### config.mk
export PLATFORM = sky130hd
export DESIGN_NAME = mem_copy_master
export DESIGN_NICKNAME = d
export VERILOG_FILES = /design/src/rtl/mem_copy_master.sv
export SDC_FILE = /design/constraint.sdc
export NUM_CORES = 1
export LEC_CHECK = 0
export ABC_AREA = 1
export CORE_MARGIN = 3
export CORE_UTILIZATION = 56
export DETAILED_ROUTE_END_ITERATION = 8
export GPL_ROUTABILITY_DRIVEN = 0
export PLACE_DENSITY = 0.86
export RECOVER_POWER = 50
export SETUP_SLACK_MARGIN = 0.15
export SLEW_MARGIN = 20
export SYNTH_ARGS = -nofsm -noshare
export SYNTH_HDL_FRONTEND = slang
export SYNTH_SLANG_ARGS = --single-unit
export TNS_END_PERCENT = 10
### constraint.sdc
create_clock -name clock -period 3.9 [get_ports clock]
set_input_delay 1.17 -clock clock [delete_from_list [all_inputs] [get_ports clock]]
set_output_delay 1.17 -clock clock [all_outputs]
set_load 0.02 [all_outputs]
### src/rtl/mem_copy_master.sv
// Byte-at-a-time block copy master for a single-port memory with registered read data.
// Optional fill mode (constant-value writes, no reads) is enabled by MEM_COPY_MASTER_FILL_EN.
module mem_copy_master #(
    parameter int DATA_SIZE  = 8,
    parameter int ADDR_WIDTH = 12
) (
    input  logic                  clock,
    input  logic                  reset,
    input  logic                  start,
    input  logic [ADDR_WIDTH-1:0] srcAddr,
    input  logic [ADDR_WIDTH-1:0] dstAddr,
    input  logic [ADDR_WIDTH:0]   length,
`ifdef MEM_COPY_MASTER_FILL_EN
    input  logic                  fillMode,
    input  logic [DATA_SIZE-1:0]  fillValue,
`endif
    output logic                  busy,
    output logic                  done,
    output logic                  readEnable,
    output logic                  writeEnable,
    output logic [ADDR_WIDTH-1:0] rw_Addr,
    output logic [DATA_SIZE-1:0]  writeData,
    input  logic [DATA_SIZE-1:0]  readData
);

    typedef enum logic [2:0] {S_IDLE, S_READ, S_WAIT, S_WRITE, S_DONE} state_t;

    localparam logic [ADDR_WIDTH-1:0] ADDR_ONE = 1;
    localparam logic [ADDR_WIDTH:0]   LEN_ONE  = 1;

    state_t                state_q, state_d;
    logic [ADDR_WIDTH-1:0] srcPtr_q, srcPtr_d;
    logic [ADDR_WIDTH-1:0] dstPtr_q, dstPtr_d;
    logic [ADDR_WIDTH:0]   remaining_q, remaining_d;
    logic                  busy_q, busy_d;
    logic                  done_q, done_d;
    logic                  readEnable_q, readEnable_d;
    logic                  writeEnable_q, writeEnable_d;
    logic [ADDR_WIDTH-1:0] rw_Addr_q, rw_Addr_d;
    logic [DATA_SIZE-1:0]  writeData_q, writeData_d;
    state_t                byteStart;
`ifdef MEM_COPY_MASTER_FILL_EN
    logic                  fillMode_q, fillMode_d;
    logic [DATA_SIZE-1:0]  fillValue_q, fillValue_d;
`endif

    always_comb begin
        state_d     = state_q;
        srcPtr_d    = srcPtr_q;
        dstPtr_d    = dstPtr_q;
        remaining_d = remaining_q;
        byteStart   = S_READ;
`ifdef MEM_COPY_MASTER_FILL_EN
        fillMode_d  = fillMode_q;
        fillValue_d = fillValue_q;
        if (state_q == S_IDLE && start) begin
            fillMode_d  = fillMode;
            fillValue_d = fillValue;
        end
        // Fill bytes need no read, so each byte starts directly in WRITE.
        if (fillMode_d) byteStart = S_WRITE;
`endif
        case (state_q)
            S_IDLE: begin
                if (start) begin
                    srcPtr_d    = srcAddr;
                    dstPtr_d    = dstAddr;
                    remaining_d = length;
                    state_d     = (length == '0) ? S_DONE : byteStart;
                end
            end
            S_READ:  state_d = S_WAIT;
            S_WAIT:  state_d = S_WRITE;
            S_WRITE: begin
                srcPtr_d    = srcPtr_q + ADDR_ONE;
                dstPtr_d    = dstPtr_q + ADDR_ONE;
                remaining_d = remaining_q - LEN_ONE;
                state_d     = (remaining_q > LEN_ONE) ? byteStart : S_DONE;
            end
            S_DONE:  state_d = S_IDLE;
            default: state_d = S_IDLE;
        endcase

        // Outputs are registered, so they are derived from the state being entered.
        busy_d        = (state_d == S_READ) || (state_d == S_WAIT) || (state_d == S_WRITE);
        done_d        = (state_d == S_DONE);
        readEnable_d  = (state_d == S_READ);
        writeEnable_d = (state_d == S_WRITE);
        rw_Addr_d     = rw_Addr_q;
        writeData_d   = writeData_q;
        if (state_d == S_READ) begin
            rw_Addr_d = srcPtr_d;
        end else if (state_d == S_WRITE) begin
            rw_Addr_d   = dstPtr_d;
            writeData_d = readData;
`ifdef MEM_COPY_MASTER_FILL_EN
            if (fillMode_d) writeData_d = fillValue_d;
`endif
        end
    end

    always_ff @(posedge clock) begin
        if (reset) begin
            state_q       <= S_IDLE;
            srcPtr_q      <= '0;
            dstPtr_q      <= '0;
            remaining_q   <= '0;
            busy_q        <= 1'b0;
            done_q        <= 1'b0;
            readEnable_q  <= 1'b0;
            writeEnable_q <= 1'b0;
            rw_Addr_q     <= '0;
            writeData_q   <= '0;
`ifdef MEM_COPY_MASTER_FILL_EN
            fillMode_q    <= 1'b0;
            fillValue_q   <= '0;
`endif
        end else begin
            state_q       <= state_d;
            srcPtr_q      <= srcPtr_d;
            dstPtr_q      <= dstPtr_d;
            remaining_q   <= remaining_d;
            busy_q        <= busy_d;
            done_q        <= done_d;
            readEnable_q  <= readEnable_d;
            writeEnable_q <= writeEnable_d;
            rw_Addr_q     <= rw_Addr_d;
            writeData_q   <= writeData_d;
`ifdef MEM_COPY_MASTER_FILL_EN
            fillMode_q    <= fillMode_d;
            fillValue_q   <= fillValue_d;
`endif
        end
    end

    assign busy        = busy_q;
    assign done        = done_q;
    assign readEnable  = readEnable_q;
    assign writeEnable = writeEnable_q;
    assign rw_Addr     = rw_Addr_q;
    assign writeData   = writeData_q;

endmodule
==> results of run 1 <==
==> critical path, cell delays in order <==
cell and delay [ns]:
dlygate4sd3_1 0.97, clkbuf_1 0.93, nor2_4 0.10, nand2_1 0.10
nand3_1 0.07
==> sequential cells by signal (all words and copies together) (netlist names), 3 cells and up <==
signal	cells
remaining_q	13
dstPtr_q	12
rw_Addr	12
srcPtr_q	12
writeData	8
state_q	3
==> power by group through the flow <==
| stage | combinational [mW] | sequential (mW) | clock, mW |
|---|---|---|---|
| floorplan | 0.364 | 0.832 | 0 |
| global placement | 0.573 | 0.799 | 0 |
| detailed placement | 0.588 | 0.803 | 0 |
| CTS | 0.593 | 0.789 | 0.649 |
| global route | 0.654 | 0.799 | 0.677 |
| finish | 0.585 | 0.789 | 0.643 |
==> area by class of cell <==
type / instances / area [um^2] / share of cell area [%]
inverters: 79 / 302 / 6.74
repair buffers: 76 / 744 / 16.6
flip-flops and latches: 64 / 1280 / 28.6
clock buffers: 12 / 155 / 3.47
multi-input cells: 386 / 1830 / 41.0
clock inverters: 3 / 65.1 / 1.45
well taps: 75 / 93.8 / 2.10
==> final timing paths <==
path                                                 from                         to  slack, ns  cells past startpoint
worst max-delay path                                reset    rw_Addr[9]$_SDFFE_PP0P_       0.77                      5
worst min-delay path            writeData[2]$_SDFFE_PP0P_  writeData[2]$_SDFFE_PP0P_       0.44                      2
worst max register to register      state_q[2]$_SDFF_PP0_    rw_Addr[3]$_SDFFE_PP0P_       1.75                     11
worst min register to register  writeData[2]$_SDFFE_PP0P_  writeData[2]$_SDFFE_PP0P_       0.44                      2
==> layer usage <==
metal	GRT usage, %	vias up	part of all wire, %
met5	0	-	0
met4	13.4	0	2.5
met3	6.53	25	7.1
met2	47.0	162	48
met1	32.8	1735	42
li1	-	1884	-
==> cell families after synthesis <==
logic type	synth area share, %
AND/OR/NAND/NOR	31.7
AO/OA/AOI/OAI	17.1
buffers and inverters	12.6
flip-flops	36.0
XOR/XNOR	1.23
adder cells (fa/ha/maj)	1.40
==> cell usage in the layout (no fill, tap or decap), types with 2 or more instances in the layout <==
| cell type | count |
|---|---|
| dlygate4sd3_1 | 26 |
| nand2_2 | 5 |
| a21oi_1 | 33 |
| buf_4 | 4 |
| nand3_2 | 3 |
| xor2_1 | 4 |
| nand4_1 | 4 |
| nor3_1 | 8 |
| o211ai_1 | 6 |
| nor2_1 | 66 |
| ha_1 | 4 |
| o21ai_1 | 9 |
| and2_1 | 2 |
| inv_1 | 74 |
| inv_4 | 2 |
| nand2_1 | 139 |
| o21ai_0 | 44 |
| or2_2 | 2 |
| nand3b_1 | 2 |
| clkbuf_1 | 2 |
| inv_2 | 3 |
| a31oi_1 | 7 |
| bufinv_16 | 2 |
| a21oi_2 | 2 |
| dfxtp_1 | 64 |
| nand3_1 | 31 |
| clkdlybuf4s50_1 | 45 |
| clkbuf_8 | 11 |
==> results.cfg, run 1 <==
[route]
ant_nets = 0
dr_total_vias = 3806
avgRoutedWirePerCell_um = 14.0
via_per_inst = 5.48
drt_wl_total_um = 9700
first_pass_iters = 5
drt_iter0_markers = 264
drc = 0

[floorplanning]
core-area_um2 = 6030
initial_core_util_pct = 59.1
io_pins = 72
die_area_um2 = 7360
die_y_um = 85.8
rows = 28
die_x_um = 85.8

[run_status]
status = finished, final reports clean

[clock_network]
clock_sinks = 64
post_cts_buffers = 0
tritoncts = yes
insertion_delay_ns = 0.35
clkSlewWorstSetupHoldPaths_ns = 0.06
clock_path_buffers = 2
cts_made_buffers = 9
cts_resized = 0
ctsHoldBuffers = 0
cts_root_buf = clkbuf_8
cts_max_level = 3

[yosys]
seq_area_frac_synth_pct = 36.0
synth.top_cell.area_share_pct = 36.0
synth-seq-cells = 64
synth_fp_nets = 602
post-synth-top-count-cell = nand2_1
avgSynthCellArea_um2 = 6.48
yosys-top-cells-count = nand2_1, inv_1, nor2_1
synth_area_um2 = 3560
synth_area_leader_cell = dfxtp_1
synthFlopType = dfxtp_1
syn_inst = 550
synth_cell_types = 43
async_flop_share_pct = 0
synth_area_leaders = dfxtp_1, nand2_1, inv_1, nor2_1, o21ai_0
yosysWarningCount = 0
synth_enable_flop_cells = 0

[place]
place_ws_ns = 0.802
hpwl_um = 7030
place.port_buffers = 71
dpl.cell_count = 680
postPlaceCellArea_um2 = 4260

[global_routing]
grt_pass1_wl_um = 16400
first_global_vias = 3726
grt_start_max_net_pins = 30
antenna_found_initial = 0
grt-ovfl-total = 0
gr-usage-all-layers_pct = 27.7

[layout]
syn_to_final_growth_pct = 25.5
drive_above_1_share_pct = 6.13
layout.nets = 668
fillers = 520
antenna-diode-count = 0
final_area_um2 = 4470
final_core_util_pct = 74.2
final_cells = 695

[worst_setup_path]
required_ns = 4.13
arrival_ns = 3.36
setup.worst_path.start_class = input port
path_class = in -> reg
cp_max_fo = 20
critPathCaptureType = register

[sta]
clock-skew-final_ns = 0.0103
rsz0062_at_grt = no
max-slew-margin-rel_pct = 20.9
setup_slack_ns = 0.765
finalSetupViolCount = 0
fin_crit_ns = 3.13
fmax_mhz = 319
setup-tns-final_ns = 0
drv_slew = 0
worst_pin_slew_ns = 1.19
finalHoldViolations = 0
period_share_pct = 80.4
whs_ns = 0.444

[power_and_ir_drop]
p_leak_nw = 2.06
p_sw_uw = 672
p_comb_share_pct = 29.0
p_int_mw = 1.35
p_seq_share_pct = 39.1
power.density_nw_per_um2 = 451
switching_share_pct = 33.3
power_mw = 2.02
ir_drop_mv = 0.272
pwr-share-clk_pct = 31.9

[run]
drv_cap = 0

[hold_path]
hp-class = reg -> reg
No activity file was read; power rests on OpenSTA's default activity.
==> run 2, diff against run 1 <==
--- a/config.mk
+++ b/config.mk
@@ -7,10 +7,10 @@
 export LEC_CHECK = 0
 export ABC_AREA = 1
 export CORE_MARGIN = 3
-export CORE_UTILIZATION = 56
+export CORE_UTILIZATION = 52
 export DETAILED_ROUTE_END_ITERATION = 8
 export GPL_ROUTABILITY_DRIVEN = 0
-export PLACE_DENSITY = 0.86
+export PLACE_DENSITY = 0.81
 export RECOVER_POWER = 50
 export SETUP_SLACK_MARGIN = 0.15
 export SLEW_MARGIN = 20
==> constraint.sdc (replaced) <==
create_clock -name clock -period 3.2 [get_ports clock]
set_input_delay 0.96 -clock clock [delete_from_list [all_inputs] [get_ports clock]]
set_output_delay 0.96 -clock clock [all_outputs]
set_load 0.02 [all_outputs]
==> run 2 against run 1 <==
Against the previous run: largest cell class unchanged; largest power group unchanged; critical path depth rose by 4; highest routed layer unchanged; non-clock buffer count up 4; clock-buffer cell count decreased by 3; sequential power up 21%; first-iteration DRC count down 24%; clock power is 8.7% higher; final cell count is 1.0% higher; total power up 18%; routed wire length shrank 1.1%; worst hold slack better by 0.0029 ns.
==> results.cfg, run 2 (synthesized netlist as in run 1, its figures left out) <==
[run_status]
status = finished, final reports clean

[floorplanning]
die_y_um = 88.8
initial_core_util_pct = 54.9
io_pins = 72
rows = 29
core-area_um2 = 6490
die_area_um2 = 7880
die_x_um = 88.8

[clock_network]
tritoncts = yes
ctsHoldBuffers = 0
cts_max_level = 3
post_cts_buffers = 0
cts_resized = 0
clock_path_buffers = 2
insertion_delay_ns = 0.35
cts_made_buffers = 9
clkSlewWorstSetupHoldPaths_ns = 0.07
clock_sinks = 64
cts_root_buf = clkbuf_8

[global_routing]
grt_start_max_net_pins = 32
antenna_found_initial = 0
grt-ovfl-total = 0
grt_pass1_wl_um = 15500
first_global_vias = 3466
gr-usage-all-layers_pct = 25.3

[worst_setup_path]
setup.worst_path.start_class = input port
arrival_ns = 2.95
cpMaxStageDelayCell = clkdlybuf4s50_1
required_ns = 3.45
critical-path-top-delay-family = simple AND/OR/NAND/NOR gates
path_depth = 9
cp_cell_sequence = clkdlybuf4s50_1 > or2_2 > nor2_1 > nand2_1 > nand2_1 > nand3_1 > nand2_2 > nor2_1 > nor3_1
slowest_delay_ns = 0.41
reg2regPathDepth = 8
critPathCaptureType = register
cp_max_fo = 11
cp_num_buf_inv = 1
path_class = in -> reg

[layout]
syn_to_final_growth_pct = 25.1
final_cells = 702
antenna-diode-count = 0
final_common_cell = nand2_1
largest_register = remaining_q
layout.nets = 672
largest_register_ffs = 13
drive_above_1_share_pct = 6.24
fillers = 538
final_area_um2 = 4460
final_core_util_pct = 68.7
layout_common_cells = nand2_1, inv_1, nor2_1

[sta]
worst_pin_slew_ns = 0.713
fin_crit_ns = 2.70
setup_slack_ns = 0.501
setup-tns-final_ns = 0
period_share_pct = 84.3
fmax_mhz = 371
max-slew-margin-rel_pct = 52.3
finalSetupViolCount = 0
drv_slew = 0
rsz0062_at_grt = no
whs_ns = 0.447
clock-skew-final_ns = 0.00898
finalHoldViolations = 0

[place]
hpwl_um = 7000
place_ws_ns = 0.306
postPlaceCellArea_um2 = 4290
dpl.cell_count = 686
place.port_buffers = 71

[route]
avgRoutedWirePerCell_um = 13.7
drt_wl_total_um = 9600
dr_total_vias = 3766
first_pass_iters = 5
drc = 0
via_per_inst = 5.36
drt_iter0_markers = 201
ant_nets = 0

[hold_path]
hp-class = reg -> reg
min_path_cells = 2

[power_and_ir_drop]
power_mw = 2.38
power.density_nw_per_um2 = 533
ir_drop_mv = 0.323
p_leak_nw = 2.01

[run]
drv_cap = 0
run 2: where the power goes:
part / total [mW] / internal (mW) / switching [mW]
clock network: 0.699 / 0.359 / 0.340
registers: 0.958 / 0.892 / 0.0667
logic: 0.721 / 0.280 / 0.441
run 2: path summary, 6_finish.rpt:
check,from,endpoint,slack (ns)
min,writeData[1]$_SDFFE_PP0P_,writeData[1]$_SDFFE_PP0P_,0.45
min reg2reg,writeData[1]$_SDFFE_PP0P_,writeData[1]$_SDFFE_PP0P_,0.45
max reg2reg,state_q[1]$_SDFF_PP0_,remaining_q[5]$_SDFFE_PP0P_,0.85
max,length[0],rw_Addr[2]$_SDFFE_PP0P_,0.50
run 2: layout make-up:
cell class	instances	area [um^2]	area share (%)
Sequential cell	64	1280	28.7
Timing Repair Buffer	80	767	17.2
Clock inverter	7	72.6	1.63
Multi-Input combinational cell	386	1820	40.7
Inverter	79	302	6.76
Tap cell	77	96.3	2.16
Clock buffer	9	124	2.78
run 2: worst reg2reg max path, cell delays in order (launching register included):
cell      delay [ns]
dfxtp_1         0.33
nand2_1         0.09
nor2_1          0.05
inv_1           0.49
nand2_1         0.34
inv_1           0.30
clkbuf_1        0.41
nand2_1         0.11
a31oi_1         0.17
run 2: metal layers:
layer	vias to the layer above	global-route usage, %	wire [um]
met4	0	10.0	224
li1	1903	-	-
met1	1693	30.7	4090
met3	21	5.87	696
met5	-	0	0
met2	149	43.2	4580
==> run 3, diff against run 2 <==
==> constraint.sdc (replaced) <==
create_clock -name clock -period 2.6 [get_ports clock]
set_input_delay 0.78 -clock clock [delete_from_list [all_inputs] [get_ports clock]]
set_output_delay 0.78 -clock clock [all_outputs]
set_load 0.02 [all_outputs]
==> run 3 against run 2 <==
Against the previous run: sequential power increased by 23%; first-iteration DRC count rose by 19%; non-clock buffer count is 5 higher; critical endpoint is now remaining_q[5]$_SDFFE_PP0P_; register-to-register slack worse by 0.45 ns; via count up 0.11%; largest power group unchanged; sequential share of layout area down 0.22 points; largest cell class unchanged; total power increased by 22%; final cell count is 0.71% higher.
==> results.cfg, run 3 (synthesized netlist as in run 1, its figures left out) <==
[layout]
largest_register = remaining_q
final_area_um2 = 4490
layout_common_cells = nand2_1, inv_1, clkdlybuf4s50_1
syn_to_final_growth_pct = 26.1
regArea_um2 = 1280
antenna-diode-count = 0
final_common_cell = nand2_1
drive_above_1_share_pct = 6.67
layout.nets = 677
fillers = 590
multiInputGateArea_um2 = 1820
largest_register_ffs = 13

[route]
ant_nets = 0
drc = 0
avgRoutedWirePerCell_um = 13.5
first_pass_iters = 5
via_per_inst = 5.33
dr_total_vias = 3770
drt_wl_total_um = 9580
drt_iter0_markers = 239

[global_routing]
antenna_found_initial = 0
first_global_vias = 3470
grt_pass1_wl_um = 15400
grt_start_max_net_pins = 30
grt-ovfl-total = 0
gr-usage-all-layers_pct = 24.9

[sta]
finalSetupViolCount = 0
finalHoldViolations = 0
period_share_pct = 89.5
setup-tns-final_ns = 0
fin_crit_ns = 2.33
drv_slew = 0
worst_pin_slew_ns = 0.702
rsz0062_at_grt = no
max-slew-margin-rel_pct = 53.1
fmax_mhz = 430
clock-skew-final_ns = 0.00505

[floorplanning]
die_x_um = 88.8
core-area_um2 = 6490
die_y_um = 88.8
die_area_um2 = 7880
rows = 29
initial_core_util_pct = 54.9
io_pins = 72

[clock_network]
clock_sinks = 64
clock_path_buffers = 2
ctsHoldBuffers = 0
insertion_delay_ns = 0.34
cts_made_buffers = 9
cts_max_level = 3
post_cts_buffers = 0
clkSlewWorstSetupHoldPaths_ns = 0.07
tritoncts = yes
cts_resized = 0
cts_root_buf = clkbuf_8

[worst_setup_path]
required_ns = 2.86
cp_max_fo = 8
setup.worst_path.start_class = input port
arrival_ns = 2.59
critPathCaptureType = register
path_class = in -> reg

[hold_path]
hp-class = reg -> reg

[power_and_ir_drop]
p_leak_nw = 2.00
ir_drop_mv = 0.423
power.density_nw_per_um2 = 648

[place]
hpwl_um = 7000
postPlaceCellArea_um2 = 4340
place.port_buffers = 71

[run]
drv_cap = 0

[run_status]
status = finished, final reports clean
-- run 3: cell types whose count changed in the layout (fill, tap and decap cells not counted), sizes merged --
| cell | before | now |
|---|---|---|
| clkdlybuf4s50 | 55 | 67 |
| dlygate4sd3 | 16 | 4 |
| buf | 6 | 9 |
| clkbuf | 12 | 14 |
| clkinv | 4 | 5 |
| clkinvlp | 2 | 1 |
-- run 3: cell type report --
type / count / share of cell area [%]
Clock inverter: 7 / 1.39
Clock buffer: 9 / 2.76
Sequential cell: 64 / 28.5
Tap cell: 77 / 2.14
Timing Repair Buffer: 85 / 18.0
Multi-Input combinational cell: 386 / 40.5
Inverter: 79 / 6.71
-- run 3: metrics by stage --
| stage | power (mW) | util [%] | hold slack, ns | setup WS [ns] | instances |
|---|---|---|---|---|---|
| 2_1_floorplan | 1.79 | - | 0.458 | 0.706 | 550 |
| 3_3_place_gp | 2.10 | 66.8 | 0.429 | 0.120 | 691 |
| 3_5_place_dp | 2.12 | 66.8 | 0.436 | 0.0832 | 691 |
| 4_1_cts | 2.93 | 69.7 | 0.447 | 0.443 | 707 |
| 5_1_grt | 3.09 | 69.2 | 0.467 | 0.192 | 707 |
| 6_report | 2.91 | 69.2 | 0.450 | 0.273 | 707 |
-- run 3: where the power goes --
| group | switching [mW] | internal [mW] | total, mW | leakage (nW) |
|---|---|---|---|---|
| Sequential | 0.0852 | 1.10 | 1.18 | 0.525 |
| Clock | 0.384 | 0.434 | 0.818 | 0.0985 |
| Combinational | 0.543 | 0.369 | 0.912 | 1.38 |
| Total | 1.01 | 1.90 | 2.91 | 2.00 |
-- run 3: metal layers --
metal	vias to the layer above	wire length, um	global-route usage [%]
met1	1674	4170	31.0
met2	162	4440	41.6
li1	1911	-	-
met3	23	768	4.93
met4	0	201	11.0
met5	-	0	0
-- run 3: worst max-delay path: stages --
cell	delay (ns)
dlygate4sd3_1	0.56
nand2_1	0.19
nand2_1	0.16
inv_1	0.29
clkbuf_1	0.35
nand2_1	0.09
a31oi_1	0.17
-- run 3: final timing paths --
check | start | end | slack, ns | cells after the start
hold / removal | writeData[5]$_SDFFE_PP0P_ | writeData[5]$_SDFFE_PP0P_ | 0.45 | 2
setup / recovery | start | remaining_q[5]$_SDFFE_PP0P_ | 0.27 | 7
hold reg to reg | writeData[5]$_SDFFE_PP0P_ | writeData[5]$_SDFFE_PP0P_ | 0.45 | 2
setup reg to reg | state_q[1]$_SDFF_PP0_ | remaining_q[5]$_SDFFE_PP0P_ | 0.40 | 8
